[src/rtl/uart_sys_ctrl.sv]
// uart_sys_ctrl: command sequencer between the UART RX byte stream and the
// register file / ALU. It parses command frames, sequences register-file
// writes and reads and ALU operations, and queues result bytes to the TX FIFO.
// State is registered; every strobe is a combinational decode of the current
// state and the inputs, so a strobe lands in the same cycle as its trigger.
module uart_sys_ctrl #(
    parameter int DATA_WIDTH   = 8,
    parameter int ADDR_WIDTH   = 4,
    parameter int WAIT_TIMEOUT = 15
) (
    input  logic                    CLK,
    input  logic                    RST,
    input  logic [DATA_WIDTH-1:0]   RX_P_DATA,
    input  logic                    RX_D_VLD,
    input  logic [DATA_WIDTH-1:0]   RdData,
    input  logic                    RdData_Valid,
    input  logic [2*DATA_WIDTH-1:0] ALU_OUT,
    input  logic                    OUT_Valid,
    input  logic                    FIFO_FULL,
    output logic                    WrEn,
    output logic                    RdEn,
    output logic [ADDR_WIDTH-1:0]   Address,
    output logic [DATA_WIDTH-1:0]   WrData,
    output logic                    ALU_EN,
    output logic [3:0]              ALU_FUN,
    output logic                    CLK_EN,
    output logic [DATA_WIDTH-1:0]   TX_P_DATA,
    output logic                    TX_D_VLD,
    output logic                    CMD_ERR
);

    localparam int TW = $clog2(WAIT_TIMEOUT);

    localparam logic [DATA_WIDTH-1:0] CMD_WR  = DATA_WIDTH'(8'hAA);
    localparam logic [DATA_WIDTH-1:0] CMD_RD  = DATA_WIDTH'(8'hBB);
    localparam logic [DATA_WIDTH-1:0] CMD_ALU = DATA_WIDTH'(8'hCC);
    localparam logic [DATA_WIDTH-1:0] CMD_FUN = DATA_WIDTH'(8'hDD);

    // ALU operands live at fixed register-file slots 0 and 1
    localparam logic [ADDR_WIDTH-1:0] OPA_ADDR = ADDR_WIDTH'(0);
    localparam logic [ADDR_WIDTH-1:0] OPB_ADDR = ADDR_WIDTH'(1);

    localparam logic [TW-1:0] TMR_LAST = TW'(WAIT_TIMEOUT - 1);

    typedef enum logic [3:0] {
        IDLE     = 4'd0,
        WR_ADDR  = 4'd1,
        WR_DATA  = 4'd2,
        RD_ADDR  = 4'd3,
        RD_WAIT  = 4'd4,
        ALU_A    = 4'd5,
        ALU_B    = 4'd6,
        ALU_F    = 4'd7,
        ALU_WAIT = 4'd8,
        TX_RD    = 4'd9,
        TX_LSB   = 4'd10,
        TX_MSB   = 4'd11
    } state_t;

    state_t                  cs;
    logic [ADDR_WIDTH-1:0]   addr_reg;
    logic [DATA_WIDTH-1:0]   tx_reg;
    logic [2*DATA_WIDTH-1:0] alu_reg;
    logic [TW-1:0]           tmr;

    logic tmr_done;
    assign tmr_done = (tmr == TMR_LAST);

    // Sequencer state, captured operands/results and the wait-state timer
    always_ff @(posedge CLK) begin
        if (!RST) begin
            cs       <= IDLE;
            addr_reg <= '0;
            tx_reg   <= '0;
            alu_reg  <= '0;
            tmr      <= '0;
        end else begin
            case (cs)
                IDLE: if (RX_D_VLD) begin
                    case (RX_P_DATA)
                        CMD_WR:  cs <= WR_ADDR;
                        CMD_RD:  cs <= RD_ADDR;
                        CMD_ALU: cs <= ALU_A;
                        CMD_FUN: cs <= ALU_F;
                        default: cs <= IDLE;
                    endcase
                end
                WR_ADDR: if (RX_D_VLD) begin
                    addr_reg <= RX_P_DATA[ADDR_WIDTH-1:0];
                    cs       <= WR_DATA;
                end
                WR_DATA: if (RX_D_VLD) cs <= IDLE;
                RD_ADDR: if (RX_D_VLD) begin
                    tmr <= '0;
                    cs  <= RD_WAIT;
                end
                RD_WAIT: begin
                    // a valid in the timeout cycle still completes the read
                    if (RdData_Valid) begin
                        tx_reg <= RdData;
                        cs     <= TX_RD;
                    end else if (tmr_done) begin
                        cs <= IDLE;
                    end else begin
                        tmr <= tmr + 1'b1;
                    end
                end
                ALU_A: if (RX_D_VLD) cs <= ALU_B;
                ALU_B: if (RX_D_VLD) cs <= ALU_F;
                ALU_F: if (RX_D_VLD) begin
                    tmr <= '0;
                    cs  <= ALU_WAIT;
                end
                ALU_WAIT: begin
                    if (OUT_Valid) begin
                        alu_reg <= ALU_OUT;
                        cs      <= TX_LSB;
                    end else if (tmr_done) begin
                        cs <= IDLE;
                    end else begin
                        tmr <= tmr + 1'b1;
                    end
                end
                TX_RD:   if (!FIFO_FULL) cs <= IDLE;
                TX_LSB:  if (!FIFO_FULL) cs <= TX_MSB;
                TX_MSB:  if (!FIFO_FULL) cs <= IDLE;
                default: cs <= IDLE;
            endcase
        end
    end

    // Output decode: strobes fire in the cycle of the byte/valid that triggers them
    always_comb begin
        WrEn      = 1'b0;
        RdEn      = 1'b0;
        Address   = '0;
        WrData    = '0;
        ALU_EN    = 1'b0;
        ALU_FUN   = 4'd0;
        CLK_EN    = 1'b0;
        TX_P_DATA = '0;
        TX_D_VLD  = 1'b0;
        CMD_ERR   = 1'b0;
        case (cs)
            IDLE: begin
                if (RX_D_VLD && RX_P_DATA != CMD_WR && RX_P_DATA != CMD_RD &&
                    RX_P_DATA != CMD_ALU && RX_P_DATA != CMD_FUN)
                    CMD_ERR = 1'b1;
            end
            WR_DATA: if (RX_D_VLD) begin
                WrEn    = 1'b1;
                Address = addr_reg;
                WrData  = RX_P_DATA;
            end
            RD_ADDR: if (RX_D_VLD) begin
                RdEn    = 1'b1;
                Address = RX_P_DATA[ADDR_WIDTH-1:0];
            end
            RD_WAIT: if (!RdData_Valid && tmr_done) CMD_ERR = 1'b1;
            ALU_A: if (RX_D_VLD) begin
                WrEn    = 1'b1;
                Address = OPA_ADDR;
                WrData  = RX_P_DATA;
            end
            ALU_B: if (RX_D_VLD) begin
                WrEn    = 1'b1;
                Address = OPB_ADDR;
                WrData  = RX_P_DATA;
            end
            ALU_F: begin
                CLK_EN = 1'b1;
                if (RX_D_VLD) begin
                    ALU_EN  = 1'b1;
                    ALU_FUN = RX_P_DATA[3:0];
                end
            end
            ALU_WAIT: begin
                CLK_EN = 1'b1;
                if (!OUT_Valid && tmr_done) CMD_ERR = 1'b1;
            end
            TX_RD: if (!FIFO_FULL) begin
                TX_D_VLD  = 1'b1;
                TX_P_DATA = tx_reg;
            end
            TX_LSB: if (!FIFO_FULL) begin
                TX_D_VLD  = 1'b1;
                TX_P_DATA = alu_reg[DATA_WIDTH-1:0];
            end
            TX_MSB: if (!FIFO_FULL) begin
                TX_D_VLD  = 1'b1;
                TX_P_DATA = alu_reg[2*DATA_WIDTH-1:DATA_WIDTH];
            end
            default: ;
        endcase
    end

endmodule

[config.mk]
export PLATFORM = sky130hd
export DESIGN_NAME = uart_sys_ctrl
export DESIGN_NICKNAME = d
export VERILOG_FILES = /design/src/rtl/uart_sys_ctrl.sv
export SDC_FILE = /design/constraint.sdc
export NUM_CORES = 1
export LEC_CHECK = 0
export CAP_MARGIN = 20
export CORE_ASPECT_RATIO = 1.25
export CORE_MARGIN = 1
export CORE_UTILIZATION = 51
export CTS_CLUSTER_DIAMETER = 100
export DETAILED_ROUTE_END_ITERATION = 6
export PLACE_DENSITY = 0.86
export SYNTH_ARGS = -nofsm -noshare
export SYNTH_HDL_FRONTEND = slang
export SYNTH_SLANG_ARGS = --single-unit
[constraint.sdc]
create_clock -name CLK -period 4 [get_ports CLK]
set_input_delay 1 -clock CLK [delete_from_list [all_inputs] [get_ports CLK]]
set_output_delay 1 -clock CLK [all_outputs]
set_load 0.01 [all_outputs]
* Word level (Yosys, flattened, before mapping)
Cells that the tools add are included.
** Storage, ports and cells
- Register bits after elaboration :: 36
- Bits of input ports :: 38
- Word-level logic and storage cells :: 98
- Output and inout port bits :: 30
** Operators by class
- Equal/unequal tests :: 32
- Muxes and demuxes :: 40
- Add/sub/neg operators :: 1
- Reductions and logical operators :: 20
** Operator list (count)
- $mux 4 :: 18
- $pmux 4 s11 :: 1
- $mux 8 :: 5
- $eq 8x8->1 const B :: 4
- $ne 8x8->1 const B :: 4
- $pmux 4 s3 :: 2
- $pmux 8 s3 :: 1
- $ne 2x2->1 const B :: 11
- $eq 4x4->1 const B :: 5
- $eq 4x3->1 const B :: 4
- $pmux 3 s4 :: 1
- $mux 1 :: 11
- $reduce_and 9->1 :: 1
- $eq 4x2->1 const B :: 2
- $logic_and 1x1->1 :: 6
- $reduce_and 2->1 :: 3
- $reduce_or 2->1 :: 3
- $reduce_or 3->1 :: 2
- $add 4x1->4 const B :: 1
- $eq 4x1->1 const B :: 1
- $logic_not 4->1 :: 1
- $reduce_and 4->1 :: 1
- $pmux 1 s3 :: 1
- $reduce_bool 3->1 :: 1
- 2 further kinds :: 3

* Depth between registers and ports, before layout
- Word-level depth :: 7
- Gate-level depth with buffers :: 7
- Gate-level depth less buffers :: 6

* Worst setup path after synthesis
Ideal clock, no wire load.
- Path kind :: input -> output
- Start :: input port RX_P_DATA[1]
- End :: output port CMD_ERR
- Data required time :: 3.000 ns
- Setup slack :: 1.155 ns
- Arrival time :: 1.845 ns
- Path buffers :: 0
- Stages :: 4
- Path through :: nor4bb_1 > nor2_1 > o211ai_1 > o21ai_0
** On the way
- Cells in the longest elaborated chain, start to end :: 7
- Elaborated cells between the ends (all ways) :: 10
- Classes of those cells :: eq/ne (4); mux (2); reduce/logical (4)
** RTL lines
- start: declaration :: line 13 : input logic [DATA_WIDTH-1:0] RX_P_DATA,
- $ne 8x8->1 :: line 146 : if (RX_D_VLD && RX_P_DATA != CMD_WR && RX_P_DATA != CMD_RD &&
- $logic_and 1x1->1 (3 in series) :: line 146
- $logic_and 1x1->1 (*) :: line 147 : RX_P_DATA != CMD_ALU && RX_P_DATA != CMD_FUN)
- $mux 1 (*) :: line 146
- $pmux 1 s3 (*) :: line 144 : case (cs)
- end: declaration :: line 29 : output logic CMD_ERR
Every way passes the cells marked *; elsewhere a longest branch is shown, timed or not.

* Final worst setup path
- Start :: input port RX_P_DATA[2]
- End :: output port CMD_ERR
Same word-level chain as after synthesis.

==> run_results.csv <==
group,metric,value,unit
sta,setup_viol,0,
worst_setup_path,path_class,"input pin to primary output",
hold_path,hp-class,"flip-flop to flip-flop",
worst_setup_path,cp-start-kind,"input pin",
drt,dr_total_vias,2116,
floorplanning,floorplan.initialDensity,0.534,
logic_synthesis,synth_area_leaders,"dfxtp_1 33%, mux2i_1 15%, nor2b_1 6.8%",
clock_tree,htree_num_levels,2,
outcome,outcome,"finished, final reports clean",
sta,max_slew_margin,0.555,
drt,drtPass1Iterations,4,
finish,syn_to_final_growth,38.4,%
sta,post-route-period-util,0.972,
drt,avgViaCountPerCell,5.57,
finish,layout_common_cells,"67 x clkdlybuf4s50_1, 36 x dfxtp_1, 32 x mux2i_1",
sta,fin_skew,4.50,ps
logic_synthesis,synth_top_area_frac,0.327,
drt,totalWireLength,5540,um
power,p_leak,1.14,nW
finish,largest_register_ffs,16,
sta,max_slew.worst_pin.slew,666,ps
drt,drt_iter0_drc,164,
logic_synthesis,syn-instance-count,255,
finish,num_antenna_cells,0,
sta,fin_tns_setup,0,ps
global_routing,grt_pass1_vias,1991,
power,power_density,232,nW/um^2
finish,drive_above_1_share,0.0864,
worst_setup_path,endpoint_kind,"primary output",
drt,drc_errors,0,
worst_setup_path,required,3000,ps
global_routing,grt-ovfl-total,0,
floorplanning,io_pins,68,
clock_tree,cts-root-buf,"clkbuf_8",
worst_setup_path,arrival,2890,ps
logic_synthesis,async_flop_share,0,
global_routing,grt_max_degree,34,
worst_setup_path,worst_r2r_path_depth,4,
run,drv_cap,0,
logic_synthesis,ys_seq_area_frac,0.327,
logic_synthesis,ys_seq_elements,36,
finish,final_common_cell,"clkdlybuf4s50_1",
logic_synthesis,synthesis.nets,295,
logic_synthesis,synthFlopType,"dfxtp_1",
global_routing,grt_use_total,0.260,
drt,ant_nets,0,
global_routing,antenna_found_initial,0,
floorplanning,rows,26,
logic_synthesis,synth_area_leader_cell,"dfxtp_1",
clock_tree,cts_tree,"yes",
finish,fin_area,3050,sq um
clock_tree,cts_buffers,5,
power,worst_ir_drop_vdd,160,uV
place,gp_congestion,0.880,
global_routing,grt_pass1_wl,8960,um
sta,max_freq,257,MHz
place,placed_cell_area,2950,sq um
finish,fillerInstances,336,
clock_tree,numClockSinks,36,
floorplanning,coreArea,4130,sq um
drt,routedWlPerCell,14.6,um
floorplanning,dieHeight,75.5,um
logic_synthesis,ys_types,51,
logic_synthesis,synth.avg_cell_area,8.65,sq um
hold_path,hold_depth,2,
sta,hold_violations,0,
place,placement.io_buffers,67,
sta,slew_violations,0,
finish,fin_nets,364,
clock_tree,clk_pin_slew,60,ps
place,dpl.hpwl,4130,um
logic_synthesis,synth_edf_count,0,
floorplanning,die-area,4590,sq um
clock_tree,clk_path_buf_depth,2,
worst_setup_path,crit_fanout,6,
logic_synthesis,synth_warnings,0,
floorplanning,die_w,60.8,um
sta,rsz0062_at_grt,"false",
logic_synthesis,syn-cell-area,2200,sq um
sta,finalCriticalPeriod,3890,ps
clock_tree,clkLatencyLatePin,280,ps
[worst paths after layout]
kind,start,slack [ps],endpoint
setup / recovery,RX_P_DATA[2],110,CMD_ERR
hold / removal,tmr[3],490,tmr[3]
setup reg to reg,cs[2],1830,tmr[0]
hold reg to reg,tmr[3],490,tmr[3]
[synthesized netlist by cell type, drive strengths merged (3+ instances only)]
| cell | number |
|---|---|
| o21ai | 15 |
| nor2b | 24 |
| mux2i | 32 |
| nand3b | 4 |
| and2 | 12 |
| a2bb2oi | 9 |
| a21oi | 5 |
| dfxtp | 36 |
| nand3 | 5 |
| a21boi | 12 |
| clkbuf | 8 |
| nor2 | 23 |
| buf | 7 |
| nand2b | 3 |
| nand2 | 13 |
| inv | 5 |
| o22ai | 4 |
[kinds of logic after synthesis]
family,synth area share
simple gates,0.261
compound gates,0.188
flops,0.327
mux,0.156
buf+inv,0.0414
xor+xnor,0.0153
fa+ha+maj,0.0113
[worst max-delay path, cell delays in order]
cell and delay, ps:
clkdlybuf4s50_1 580, nor4bb_1 370, nor2_1 90, o211ai_1 230, o21ai_0 120, clkdlybuf4s50_1 490
[layer usage]
layer / GRT usage / vias up / wire (um)
met5: 0 / - / 0
met4: 0.101 / 0 / 104
met3: 0.0458 / 11 / 270
met2: 0.440 / 80 / 2770
met1: 0.328 / 988 / 2390
li1: - / 1037 / -
[stage by stage]
stage	hold WS (ps)	worst slack [ps]	std cells	total power, mW	utilization
2_1_floorplan	451	1150	255	0.387	-
3_3_place_gp	462	168	373	0.438	0.714
3_5_place_dp	478	101	373	0.438	0.714
4_1_cts	488	103	380	0.711	0.737
5_1_grt	505	28.3	380	0.733	0.738
6_report	486	114	380	0.707	0.738
[cell type report]
cell class	count	area [sq um]	area share
multi-input combinational	199	1400	0.459
clock buffer	7	96.3	0.0316
tap	56	70.1	0.0230
timing repair buffer	77	746	0.244
sequential	36	721	0.236
inverter	5	18.8	0.00615
[where the power goes]
part	total [mW]	internal, mW	switching, mW
combinational	0.0713	0.0473	0.0240
clock	0.276	0.153	0.122
sequential	0.360	0.359	0.000929
[repair_timing]
action,in CTS,in global routing
endpoints found under the hold margin,0,0
setup endpoints to repair,0,1
gates resized for setup,0,1
buffers inserted,0,0
hold buffers,0,0
No activity file was read; power rests on OpenSTA's default activity.
